**config.mk**
```make
export PLATFORM = sky130hd
export DESIGN_NAME = regfile_access_sequencer
export DESIGN_NICKNAME = d
export VERILOG_FILES = /design/src/rtl/regfile_access_sequencer.sv
export SDC_FILE = /design/constraint.sdc
export NUM_CORES = 1
export LEC_CHECK = 0
export ABC_CLOCK_PERIOD_IN_PS = 4400
export BUFFER_PORTS_ARGS = -buffer_cell sky130_fd_sc_hd__buf_2
export CORE_MARGIN = 1
export CORE_UTILIZATION = 52
export DETAILED_ROUTE_END_ITERATION = 7
export PLACE_DENSITY = 0.92
export SYNTH_ARGS = -nofsm -noshare
export SYNTH_HDL_FRONTEND = slang
export SYNTH_SLANG_ARGS = --single-unit
```
**constraint.sdc**
```tcl
create_clock -name clck -period 4.4 [get_ports clck]
set_input_delay 0.22 -clock clck [delete_from_list [all_inputs] [get_ports clck]]
set_output_delay 0.22 -clock clck [all_outputs]
set_load 0.03 [all_outputs]
```
**src/rtl/regfile_access_sequencer.sv**
```systemverilog
// Multi-cycle sequencer: decoder -> register file read -> ALU handshake -> writeback.
// Optional macro RAS_ZERO_REG_EN makes register 0 read as zero and never be written.
module regfile_access_sequencer #(
  parameter int DATA_W         = 18,
  parameter int ADDR_W         = 5,
  parameter int NUM_REGS       = 16,
  parameter int RESULT_TIMEOUT = 255
) (
  input  logic              clck,
  input  logic              reset_enable,
  input  logic              dec_valid,
  output logic              dec_ready,
  input  logic [ADDR_W-1:0] dec_src1,
  input  logic [ADDR_W-1:0] dec_src2,
  input  logic [ADDR_W-1:0] dec_dest,
  input  logic              dec_wb,
  output logic [ADDR_W-1:0] rf_reg_1,
  output logic [ADDR_W-1:0] rf_reg_2,
  input  logic [DATA_W-1:0] rf_read_value_1,
  input  logic [DATA_W-1:0] rf_read_value_2,
  output logic [ADDR_W-1:0] rf_select_register,
  output logic [DATA_W-1:0] rf_data,
  output logic              rf_write_enable,
  output logic              alu_valid,
  input  logic              alu_ready,
  output logic [DATA_W-1:0] alu_op_a,
  output logic [DATA_W-1:0] alu_op_b,
  input  logic              res_valid,
  input  logic [DATA_W-1:0] res_data,
  output logic              busy,
  output logic              addr_err,
  output logic              timeout_err
);

  typedef enum logic [2:0] {
    S_IDLE,
    S_READ,
    S_CAPTURE,
    S_ISSUE,
    S_WAIT,
    S_WB
  } state_t;

  state_t              state_q;
  logic                dec_ready_q;
  logic [ADDR_W-1:0]   src1_q;
  logic [ADDR_W-1:0]   src2_q;
  logic [ADDR_W-1:0]   dest_q;
  logic                wb_q;
  logic [ADDR_W-1:0]   rf_sel_q;
  logic [DATA_W-1:0]   rf_data_q;
  logic                rf_we_q;
  logic                alu_valid_q;
  logic [DATA_W-1:0]   op_a_q;
  logic [DATA_W-1:0]   op_b_q;
  logic                busy_q;
  logic                addr_err_q;
  logic                timeout_err_q;
  logic [7:0]          wait_cnt_q;

  logic                accept_d;
  logic                bad_addr_d;
  logic [7:0]          wait_cnt_d;
  logic                timeout_hit_d;
  logic                wb_write_d;
  logic [DATA_W-1:0]   op_a_d;
  logic [DATA_W-1:0]   op_b_d;

  always_comb begin
    accept_d      = dec_valid && dec_ready_q;
    bad_addr_d    = (int'(dec_src1) >= NUM_REGS) || (int'(dec_src2) >= NUM_REGS) ||
                    (dec_wb && (int'(dec_dest) >= NUM_REGS));
    wait_cnt_d    = (wait_cnt_q == 8'hFF) ? wait_cnt_q : wait_cnt_q + 8'd1;
    timeout_hit_d = (wait_cnt_q >= 8'(RESULT_TIMEOUT - 1));
`ifdef RAS_ZERO_REG_EN
    wb_write_d    = wb_q && (dest_q != '0);
    op_a_d        = (src1_q == '0) ? '0 : rf_read_value_1;
    op_b_d        = (src2_q == '0) ? '0 : rf_read_value_2;
`else
    wb_write_d    = wb_q;
    op_a_d        = rf_read_value_1;
    op_b_d        = rf_read_value_2;
`endif
  end

  always_ff @(posedge clck or posedge reset_enable) begin
    if (reset_enable) begin
      state_q       <= S_IDLE;
      dec_ready_q   <= 1'b0;
      src1_q        <= '0;
      src2_q        <= '0;
      dest_q        <= '0;
      wb_q          <= 1'b0;
      rf_sel_q      <= '0;
      rf_data_q     <= '0;
      rf_we_q       <= 1'b0;
      alu_valid_q   <= 1'b0;
      op_a_q        <= '0;
      op_b_q        <= '0;
      busy_q        <= 1'b0;
      addr_err_q    <= 1'b0;
      timeout_err_q <= 1'b0;
      wait_cnt_q    <= '0;
    end else begin
      case (state_q)
        S_IDLE: begin
          dec_ready_q <= 1'b1;
          if (accept_d) begin
            if (bad_addr_d) begin
              addr_err_q <= 1'b1;
            end else begin
              // Source fields double as the read addresses until the next accept.
              src1_q      <= dec_src1;
              src2_q      <= dec_src2;
              dest_q      <= dec_dest;
              wb_q        <= dec_wb;
              dec_ready_q <= 1'b0;
              busy_q      <= 1'b1;
              state_q     <= S_READ;
            end
          end
        end
        S_READ: state_q <= S_CAPTURE;
        S_CAPTURE: begin
          op_a_q      <= op_a_d;
          op_b_q      <= op_b_d;
          alu_valid_q <= 1'b1;
          state_q     <= S_ISSUE;
        end
        S_ISSUE: begin
          if (alu_ready) begin
            alu_valid_q <= 1'b0;
            wait_cnt_q  <= '0;
            state_q     <= S_WAIT;
          end
        end
        S_WAIT: begin
          wait_cnt_q <= wait_cnt_d;
          // A result arriving on the timeout edge still counts.
          if (res_valid) begin
            rf_data_q <= res_data;
            if (wb_write_d) begin
              rf_we_q  <= 1'b1;
              rf_sel_q <= dest_q;
              state_q  <= S_WB;
            end else begin
              busy_q      <= 1'b0;
              dec_ready_q <= 1'b1;
              state_q     <= S_IDLE;
            end
          end else if (timeout_hit_d) begin
            timeout_err_q <= 1'b1;
            busy_q        <= 1'b0;
            dec_ready_q   <= 1'b1;
            state_q       <= S_IDLE;
          end
        end
        S_WB: begin
          rf_we_q     <= 1'b0;
          busy_q      <= 1'b0;
          dec_ready_q <= 1'b1;
          state_q     <= S_IDLE;
        end
        default: state_q <= S_IDLE;
      endcase
    end
  end

  assign dec_ready          = dec_ready_q;
  assign rf_reg_1           = src1_q;
  assign rf_reg_2           = src2_q;
  assign rf_select_register = rf_sel_q;
  assign rf_data            = rf_data_q;
  assign rf_write_enable    = rf_we_q;
  assign alu_valid          = alu_valid_q;
  assign alu_op_a           = op_a_q;
  assign alu_op_b           = op_b_q;
  assign busy               = busy_q;
  assign addr_err           = addr_err_q;
  assign timeout_err        = timeout_err_q;

endmodule

```
==> impl_results.md, run 1 <==
- Outcome: finished, final reports clean
- Routed len/inst: 15.3 µm
- Reg2reg start: state_q[0]$_DFFE_PP0P_
- Final hold viol count: 0
- Die ar.: 7560 µm²
- Syn Area/Cell: 14.8 µm²
- Min-Delay Path Class: in -> reg
- DP HPWL: 5.72 mm
- Pins Over Slew Limit: 0
- Max_slew headroom: 0.400
- Crit path required time: 4630 ps
- Post-CTS setup buffers: 0
- CTS buffer count: 9
- CP max stage delay: 930 ps
- H-Tree Depth: 3
- Worst reg-to-reg path cell count: 3
- Mapped Cells: 253
- Clock tree buffer depth: 2
- Crit path time final: 2270 ps
- Crit Path Max Fanout: 20
- FF+latch area: 2300 µm²
- CP max-delay cell: and4bb_1
- Total core area: 6870 µm²
- Detailed Route WL: 7.75 mm
- Initial antenna violation count: 0
- Layout cells sized above 1: 0.600
- Cell Area, Synth: 3750 µm²
- Post-place setup slack: 2140 ps
- Sequential cell area fraction in the yosys report: 0.613
- Hold slack: 94.1 ps
- Gr busiest metal: met2
- Synth unique cells: 41
- Synth Register Bits: 92
- Die height: 87.0 µm
- Final Skew: 9.88 ps
- Reg-to-reg critical path endpoint: rf_select_register[0]$_DFFE_PP0P_
- Setup Viol. Count Final: 0
- Ant. Diodes: 0
- Critical Path Start: state_q[0]$_DFFE_PP0P_
- Leak: 2.37 nW
- CTS tree: built
- Critical path arrival: 2500 ps
- DRT Pass-1 Iters: 4
- Vias in the first global route: 2720
- Crit-path cells: and4bb_1 > nand2_1 > mux2_2
- First-pass GRT wire length: 12.4 mm
- Startpoint type of the worst setup path: register
- Setup TNS: 0 ps
- CTS Sinks: 92
- Max Clk Rate: 0.441 GHz
- Met1 usage: 0.266
- Final Cycle Share: 0.516
- I/O pins: 150
- Slew @ Worst Pin: 901 ps
- Max-cap violations: 0
- Footprint of the multi-input gates: 1350 µm²
- Nature of the critical path endpoint: register
- Largest net degree at the start of global routing: 56
- P&R area growth vs syn: 26.6%
- Worst skew pair latency: 350 ps
- Clock root buffer: clkbuf_8
- Design Power: 3.56 mW
- Final GP Congestion: 0.854
- Grt met2 use: 0.347
- RSZ-0062 raised after global routing: no
- I/O Buffers: 149
- Crit path capture: rf_select_register[0]$_DFFE_PP0P_
- Crit path kind: reg -> reg
- Clock transition at the registers of the reported paths: 90 ps
- Synth warn: 0
- Post-layout nets: 483
- Site Rows: 30
- R2R Setup Slk: 2130 ps
- Fillers: 500
- Routed Antenna Nets: 0
- Drt via density: 5.21
- Tot GR Track Use: 0.215
- Grt total ovfl: 0
- PD cells: 749 nW/µm²
- Max IR drop VDD: 491 µV
- Met3 Use GR: 0.0502
- Initial DRC Count: 127
- Die Width: 87.0 µm
- Worst setup margin: 2130 ps
- DR vias: 2636
- Syn Nets: 330
- Initial Util: 0.546
- DRC viols: 0
kinds of logic (layout without fill, tap and decap cells):
family | count (synthesis) | count (layout) | synth area share
fa+ha+maj | 2 | 2 | 0.00667
flops | 92 | 92 | 0.613
compound gates | 26 | 26 | 0.0477
mux | 75 | 75 | 0.231
buf+inv | 15 | 172 | 0.0270
xor+xnor | 3 | 3 | 0.00700
simple gates | 40 | 40 | 0.0670
Yosys cell counts:
master     count  area [µm²]
a211o_1        1        8.76
a211oi_1       2        15.0
a21o_1         3        22.5
a21oi_1        4        20.0
a311oi_1       1        8.76
a31oi_1        5        31.3
a32oi_1        1        8.76
and3_1         1        6.26
and4_4         2        22.5
and4bb_1       1        12.5
buf_2          3        15.0
buf_4          2        15.0
buf_6          3        33.8
buf_8          1        15.0
clkbuf_1       1        3.75
dfrtp_1       92        2300
ha_1           2        25.0
inv_1          5        18.8
mux2_1         1        11.3
mux2_2        65         732
mux2_4         7         105
mux2i_1        2        20.0
nand2_1        9        33.8
nand2b_1       2        12.5
nand3_1        1        5.00
nand4_1        2        12.5
nand4bb_1      1        11.3
nor2_1         9        33.8
nor2_4         1        11.3
nor2b_1        2        12.5
nor3_1         3        15.0
nor3_4         2        32.5
nor4b_1        1        8.76
o211ai_1       1        7.51
o21ai_0        3        15.0
o21ba_2        1        10.0
o31ai_1        3        22.5
o32ai_1        1        8.76
or2_2          1        6.26
or4_1          2        15.0
xnor2_1        3        26.3
worst min-delay path by stage:
stage                       startpoint  cells after the start                       to  slack [ps]
floorplan                    alu_ready                      1   state_q[0]$_DFFE_PP0P_         330
global placement          reset_enable                      2  alu_op_b[2]$_DFFE_PP0P_         310
detailed placement        reset_enable                      2  alu_op_b[4]$_DFFE_PP0P_         320
CTS                        res_data[4]                      2   rf_data[4]$_DFFE_PP0P_          80
global route        rf_read_value_2[5]                      2  alu_op_b[5]$_DFFE_PP0P_          70
finish                     res_data[4]                      2   rf_data[4]$_DFFE_PP0P_          90
cells in the final DEF (no fill, tap or decap), types with 4 or more instances in the layout:
cell,count
a21oi_1,4
nand2_1,9
mux2_2,65
clkbuf_8,9
dfrtp_1,92
mux2_4,7
a31oi_1,5
inv_1,4
buf_2,149
nor2_1,9
what timing repair did:
item / in CTS / in global routing
hold endpoints to repair: 37 / 0
endpoints found under the setup margin: 0 / 0
hold buffers: 1 / 0
gates resized for setup: 0 / 0
registers in the layout (all words and copies together), names as in the netlist:
name and count:
busy 1, alu_valid 1, rf_select_register 5, dec_ready 1
rf_write_enable 1, dest_q 5, state_q 3, wb_q 1
wait_cnt_q 8, alu_op_a 18, alu_op_b 18, rf_reg_2 5
rf_reg_1 5, timeout_err 1, rf_data 18, addr_err 1
cell type report:
type / instances / share of cell area
tap: 96 / 0.0253
inverter: 5 / 0.00421
clock buffer: 9 / 0.0261
multi-input combinational: 146 / 0.284
sequential: 92 / 0.485
clock inverter: 6 / 0.0134
timing repair buffer: 152 / 0.162
through the flow:
step                      utilization  instance area [µm²]  std cells
after floorplan                     -                 3750        253
after global placement          0.663                 4550        490
after detailed placement        0.663                 4550        490
after CTS                       0.692                 4750        506
after global routing            0.692                 4750        506
final                           0.692                 4750        506
worst max-delay path: cells and delay by family (launching register included):
kind	cells	cell delay, ps
DFF	1	530
and+or+nand+nor	2	1270
muxes	1	360
layer usage:
metal,routed length (µm),part of all wire,vias to the layer above
li1,-,-,1212
met1,3090,0.40,1284
met2,3940,0.51,115
met3,441,0.057,25
met4,274,0.035,0
met5,0,0,-
where the power goes:
part	internal [mW]	total, mW	switching (mW)
combinational	0.626	1.62	0.989
sequential	1.19	1.40	0.214
clock	0.259	0.543	0.283
No activity file was read; power rests on OpenSTA's default activity.
==> run 2: changes to the inputs <==
--- a/config.mk
+++ b/config.mk
@@ -5,12 +5,12 @@
 export SDC_FILE = /design/constraint.sdc
 export NUM_CORES = 1
 export LEC_CHECK = 0
-export ABC_CLOCK_PERIOD_IN_PS = 4400
+export ABC_CLOCK_PERIOD_IN_PS = 2200
 export BUFFER_PORTS_ARGS = -buffer_cell sky130_fd_sc_hd__buf_2
 export CORE_MARGIN = 1
-export CORE_UTILIZATION = 52
+export CORE_UTILIZATION = 48
 export DETAILED_ROUTE_END_ITERATION = 7
-export PLACE_DENSITY = 0.92
+export PLACE_DENSITY = 0.86
 export SYNTH_ARGS = -nofsm -noshare
 export SYNTH_HDL_FRONTEND = slang
 export SYNTH_SLANG_ARGS = --single-unit
==> constraint.sdc (replaced) <==
create_clock -name clck -period 2.2 [get_ports clck]
set_input_delay 0.11 -clock clck [delete_from_list [all_inputs] [get_ports clck]]
set_output_delay 0.11 -clock clck [all_outputs]
set_load 0.03 [all_outputs]
==> run 2 against run 1 <==
  * Cell area up 16%
  * Register-to-register slack worse by 1700 ps
  * Worst setup slack worse by 1700 ps
  * Sequential share of layout area down 6.8 points
  * Fmax up 27%
  * Power up 110%
  * Highest routed layer unchanged
  * Global-route usage up 1.9 points
  * Worst hold slack better by 65 ps
  * Critical path depth unchanged
  * Largest power group unchanged
  * Clock power up 130%
  * Core utilization up 5.5 points
  * Clock skew up 1.8 ps
==> impl_results.md, run 2 (synthesized netlist as in run 1, its figures left out) <==
- Final Skew: 11.6 ps
- CP max stage delay: 540 ps
- First-pass GRT wire length: 15.0 mm
- Final hold viol count: 0
- Die Width: 90.4 µm
- Design Area, Final: 5530 µm²
- Routed Antenna Nets: 0
- Clock tree buffer depth: 2
- P&R area growth vs syn: 47.3%
- Reg2reg start: state_q[0]$_DFFE_PP0P_
- DP HPWL: 5.81 mm
- Crit Path Max Fanout: 15
- WHS Path Cells: 3
- Detailed Route WL: 9.06 mm
- Post-place setup slack: 446 ps
- DR vias: 2958
- Layout cells sized above 1: 0.518
- Placed inst area: 4610 µm²
- Clock root buffer: clkbuf_8
- Fillers: 469
- Slew @ Worst Pin: 595 ps
- Crit-path cells: and4bb_1 > buf_4 > mux2_2
- Crit path required time: 2440 ps
- I/O Buffers: 149
- Min-Delay Path Class: in -> reg
- Setup TNS: 0 ps
- Site Rows: 31
- Initial Util: 0.507
- DRT Pass-1 Iters: 4
- HP Start: res_valid
- CTS Sinks: 92
- Endpoint, Worst Hold: state_q[2]$_DFFE_PP0P_
- Tot GR Track Use: 0.234
- H-Tree Depth: 3
- Post-layout nets: 555
- Most common cell after layout, fill and taps aside: buf_2
- Leak: 2.69 nW
- CTS tree: built
- CTS buffer count: 9
- Setup Viol. Count Final: 0
- Startpoint type of the worst setup path: register
- Clock transition at the registers of the reported paths: 90 ps
- Routed len/inst: 15.6 µm
- DRC viols: 0
- Drt via density: 5.08
- Worst setup margin: 409 ps
- Vias in the first global route: 3264
- PD cells: 1350 nW/µm²
- Worst reg-to-reg path cell count: 3
- CP max-delay cell: dfrtp_1
- Outcome: finished, final reports clean
- Grt total ovfl: 0
- Final Cycle Share: 0.814
- Max-cap violations: 0
- Initial DRC Count: 91
- Critical path arrival: 2030 ps
- Initial antenna violation count: 0
- Reg-to-reg critical path endpoint: rf_data[17]$_DFFE_PP0P_
- Total core area: 7410 µm²
- Die ar.: 8180 µm²
- Worst skew pair latency: 360 ps
- Max Clk Rate: 0.558 GHz
- Max_slew headroom: 0.603
- Die height: 90.4 µm
- Crit path time final: 1790 ps
- Crit path kind: reg -> reg
- Nature of the critical path endpoint: register
- Final GP Congestion: 0.797
- I/O pins: 150
- R2R Setup Slk: 410 ps
- Design Power: 7.49 mW
- Ant. Diodes: 0
- Leading cell types in the layout, fill and taps excluded: buf_2 (149), dfrtp_1 (92), dlygate4sd3_1 (70), mux2_2 (65)
- RSZ-0062 raised after global routing: no
- Largest net degree at the start of global routing: 45
- Pins Over Slew Limit: 0
- Max IR drop VDD: 836 µV
run 2: cell count changes in the layout (fill, tap and decap cells not counted):
cell,before,now
buf_4,2,3
clkinv_4,0,2
clkinv_2,3,1
buf_12,0,2
dlygate4sd3_1,1,70
bufinv_16,1,2
run 2: through the flow:
step | instances | util | hold slack [ps]
2_1_floorplan | 253 | - | 221
3_3_place_gp | 496 | 0.622 | 186
3_5_place_dp | 496 | 0.622 | 205
4_1_cts | 582 | 0.746 | 142
5_1_grt | 582 | 0.746 | 172
6_report | 582 | 0.746 | 159
run 2: where the power goes:
| part | internal, mW | switching (mW) |
|---|---|---|
| logic | 1.37 | 2.03 |
| clock network | 0.646 | 0.616 |
| registers | 2.37 | 0.457 |
run 2: critical path: cells and delay by family, from the launching register on:
kind | cells | cell delay [ps]
flip-flops | 1 | 540
buffers and inverters | 1 | 280
multiplexers | 1 | 360
AND/OR/NAND/NOR | 1 | 480
run 2: per-layer routing:
metal	vias to the layer above	track usage	routed length (µm)
li1	1362	-	-
met2	122	0.431	4840
met5	-	0	0
met3	28	0.0379	382
met1	1446	0.257	3530
met4	0	0.124	308
run 2: worst max-delay path by stage:
stage	from	end	slack, ps	cells past startpoint
after floorplan	dec_ready$_DFFE_PP0P_	dest_q[0]$_DFFE_PP0P_	520	4
after global placement	state_q[0]$_DFFE_PP0P_	rf_data[5]$_DFFE_PP0P_	540	3
after detailed placement	state_q[0]$_DFFE_PP0P_	rf_data[17]$_DFFE_PP0P_	450	3
after CTS	state_q[0]$_DFFE_PP0P_	rf_data[17]$_DFFE_PP0P_	430	3
after global routing	state_q[0]$_DFFE_PP0P_	rf_data[5]$_DFFE_PP0P_	340	3
final	state_q[0]$_DFFE_PP0P_	rf_data[17]$_DFFE_PP0P_	410	3
run 2: repair_timing:
item	in CTS	in global routing
buffers inserted	0	0
hold endpoints to repair	93	0
gates resized for setup	0	0
hold buffers	70	0
run 2: layout make-up:
cell class | count | area [µm²] | area share
Clock buffer | 9 | 124 | 0.0224
Clock inverter | 7 | 98.8 | 0.0179
Inverter | 5 | 22.5 | 0.00407
Multi-Input combinational cell | 146 | 1350 | 0.244
Sequential cell | 92 | 2300 | 0.416
Tap cell | 99 | 124 | 0.0224
Timing Repair Buffer | 224 | 1510 | 0.273
==> run 3: changes to the inputs <==
--- a/config.mk
+++ b/config.mk
@@ -5,12 +5,13 @@
 export SDC_FILE = /design/constraint.sdc
 export NUM_CORES = 1
 export LEC_CHECK = 0
-export ABC_CLOCK_PERIOD_IN_PS = 2200
+export ABC_AREA = 1
+export ABC_CLOCK_PERIOD_IN_PS = 1600
 export BUFFER_PORTS_ARGS = -buffer_cell sky130_fd_sc_hd__buf_2
 export CORE_MARGIN = 1
-export CORE_UTILIZATION = 48
+export CORE_UTILIZATION = 44
 export DETAILED_ROUTE_END_ITERATION = 7
-export PLACE_DENSITY = 0.86
+export PLACE_DENSITY = 0.83
 export SYNTH_ARGS = -nofsm -noshare
 export SYNTH_HDL_FRONTEND = slang
 export SYNTH_SLANG_ARGS = --single-unit
==> constraint.sdc (replaced) <==
create_clock -name clck -period 1.6 [get_ports clck]
set_input_delay 0.08 -clock clck [delete_from_list [all_inputs] [get_ports clck]]
set_output_delay 0.08 -clock clck [all_outputs]
set_load 0.03 [all_outputs]
==> run 3 against run 2 <==
  * First-iteration DRC count is 53% higher
  * Worst setup slack got worse by 280 ps
  * Largest power group unchanged
  * Fmax is 22% higher
  * Global-route usage increased by 0.30 points
==> impl_results.md, run 3 <==
- Reg2reg start: state_q[2]$_DFFE_PP0P_
- Grt total ovfl: 0
- Post-CTS setup buffers: 0
- Reg-to-reg critical path endpoint: rf_data[6]$_DFFE_PP0P_
- Worst reg-to-reg path cell count: 5
- Fillers: 627
- Slew @ Worst Pin: 484 ps
- I/O Buffers: 149
- Vias in the first global route: 3760
- Footprint of the multi-input gates: 1360 µm²
- Pint: 5.80 mW
- Sequential cell area fraction in the yosys report: 0.598
- Die Width: 95.5 µm
- Most common cell after layout, fill and taps aside: nand2_1
- Layout cells sized above 1: 0.287
- PD cells: 1950 nW/µm²
- Initial DRC Count: 139
- Fin cells: 778
- Leading cell types in the layout, fill and taps excluded: nand2_1 (239), buf_2 (149), dfrtp_1 (92), dlygate4sd3_1 (69), nand3_1 (30)
- Comb pwr share: 0.473
- Critical path arrival: 1690 ps
- Tot GR Track Use: 0.237
- Worst skew pair latency: 350 ps
- Min-Delay Path Class: in -> reg
- Max_slew headroom: 0.678
- Syn Area/Cell: 8.57 µm²
- Final GP Congestion: 0.810
- CTS buffer count: 9
- Design Power: 10.9 mW
- Final hold viol count: 0
- Crit Path Max Fanout: 18
- R2R Setup Slk: 130 ps
- Routed Antenna Nets: 0
- Clock transition at the registers of the reported paths: 100 ps
- Pins Over Slew Limit: 0
- Leak: 3.14 nW
- # placed instances: 694
- Switch share: 0.470
- First-pass GRT wire length: 16.5 mm
- Mapped Cells: 449
- Post-layout nets: 746
- CTS Sinks: 92
- Top_reg_cell synth: dfrtp_1
- H-Tree Depth: 3
- I/O pins: 150
- Max-cap violations: 0
- Site Rows: 33
- Initial Util: 0.462
- Crit path capture: rf_data[6]$_DFFE_PP0P_
- Crit path kind: reg -> reg
- Crit path required time: 1820 ps
- Synth unique cells: 28
- Top-count cell post-synth: nand2_1
- Final Skew: 14.7 ps
- Outcome: finished, final reports clean
- DR vias: 3742
- Async set or reset register ratio after synthesis: 1.00
- Post-synth top cells: nand2_1 (239), dfrtp_1 (92), nand3_1 (30)
- CP dominant cell by count: nand2_1
- Clock root buffer: clkbuf_8
- Die ar.: 9130 µm²
- FF+latch area: 2300 µm²
- P&R area growth vs syn: 45.9%
- Dominant cell type by area after synthesis: dfrtp_1
- Synth warn: 0
- Largest net degree at the start of global routing: 93
- Sequential share of power: 0.371
- Setup Viol. Count Final: 0
- Share of the synthesized area in the top cell type: 0.598
- Crit path time final: 1470 ps
- Synth Register Bits: 92
- Cell Area, Synth: 3850 µm²
- Clock tree buffer depth: 2
- Routed len/inst: 13.8 µm
- Synth top area cells: dfrtp_1 (60%), nand2_1 (23%), nand3_1 (3.9%)
- Critical Path Start: state_q[2]$_DFFE_PP0P_
- Syn Nets: 526
- Startpoint type of the worst setup path: register
- Max IR drop VDD: 1140 µV
- Final Cycle Share: 0.918
- CP max-delay cell: dfrtp_1
- CP max stage delay: 550 ps
- Crit-path cells: nand2_1 > inv_6 > nand2_4 > nand2_1 > nand2_1
- Total core area: 8340 µm²
- Detailed Route WL: 10.7 mm
- DRC viols: 0
- CTS tree: built
- Die height: 95.5 µm
- Drt via density: 4.81
- Clock Power Share: 0.156
- Post-synth EDFFs: 0
- DP HPWL: 6.31 mm
- DRT Pass-1 Iters: 5
- Switching pwr: 5.14 mW
- Max Clk Rate: 0.681 GHz
- Ant. Diodes: 0
- Setup TNS: 0 ps
- Nature of the critical path endpoint: register
- Initial antenna violation count: 0
run 3: changes by cell type after synthesis, moves of 4 or more:
| cell | before | now |
|---|---|---|
| nand2_1 | 9 | 239 |
| inv_1 | 5 | 19 |
| nand2_2 | 0 | 5 |
| mux2_2 | 65 | 0 |
| nor2_1 | 9 | 18 |
| inv_2 | 0 | 4 |
| a31oi_1 | 5 | 1 |
| nand3_1 | 1 | 30 |
| mux2_4 | 7 | 0 |
| buf_2 | 3 | 8 |
run 3: kinds of logic (layout without fill, tap and decap cells):
logic type | Yosys count | count (layout) | synth area share
AND/OR/NAND/NOR | 299 | 299 | 0.314
flip-flops | 92 | 92 | 0.598
buffers and inverters | 40 | 264 | 0.0497
AO/OA/AOI/OAI | 15 | 15 | 0.0296
adder cells (fa/ha/maj) | 2 | 2 | 0.00650
XOR/XNOR | 1 | 1 | 0.00228
run 3: worst min path at each step:
stage                         endpoint               start  depth (start not counted)  slack (ps)
2_1_floorplan  alu_op_a[0]$_DFFE_PP0P_  rf_read_value_1[0]                          2         190
3_3_place_gp   alu_op_a[6]$_DFFE_PP0P_        reset_enable                          3         250
3_5_place_dp   alu_op_a[6]$_DFFE_PP0P_        reset_enable                          3         260
4_1_cts           addr_err$_DFFE_PP0P_         dec_src1[4]                          4          50
5_1_grt           addr_err$_DFFE_PP0P_         dec_src1[4]                          4          60
6_report          addr_err$_DFFE_PP0P_         dec_src1[4]                          4          70
run 3: per-stage QoR:
| step | cell area (µm²) | setup WS (ps) | utilization | hold slack, ps |
|---|---|---|---|---|
| 3_5_place_dp | 4710 | 110 | 0.565 | 258 |
| 3_3_place_gp | 4710 | 203 | 0.565 | 249 |
| 2_1_floorplan | 3850 | 131 | - | 190 |
| 5_1_grt | 5620 | -4.94 | 0.674 | 56.0 |
| 4_1_cts | 5610 | 85.8 | 0.673 | 50.8 |
| 6_report | 5620 | 131 | 0.674 | 68.4 |
run 3: power groups by stage:
stage | Sequential [mW] | Clock [mW] | Combinational (mW)
floorplan | 5.69 | 0 | 1.84
global placement | 4.01 | 0 | 4.88
detailed placement | 4.04 | 0 | 5.02
CTS | 4.02 | 1.75 | 5.14
global route | 4.17 | 1.84 | 5.65
finish | 4.06 | 1.71 | 5.18
run 3: cell type report:
class,instances,area share
Multi-Input combinational cell,317,0.242
Inverter,25,0.0187
Clock inverter,5,0.0154
Clock buffer,10,0.0227
Sequential cell,92,0.410
Tap cell,105,0.0234
Timing Repair Buffer,224,0.268
run 3: repair_timing:
action	in CTS	in global routing
hold endpoints to repair	160	0
hold buffers	69	0
endpoints found under the setup margin	0	7
gates resized for setup	0	2
run 3: critical path: cells and delay by family, from the launching register on:
kind	cells	cell delay, ps
and+or+nand+nor	4	580
DFF	1	550
buffers and inverters	1	220
run 3: metal layers:
metal | track usage | wire [µm]
met5 | 0 | 0
met4 | 0.0945 | 193
met1 | 0.276 | 4320
met3 | 0.0494 | 535
met2 | 0.424 | 5650
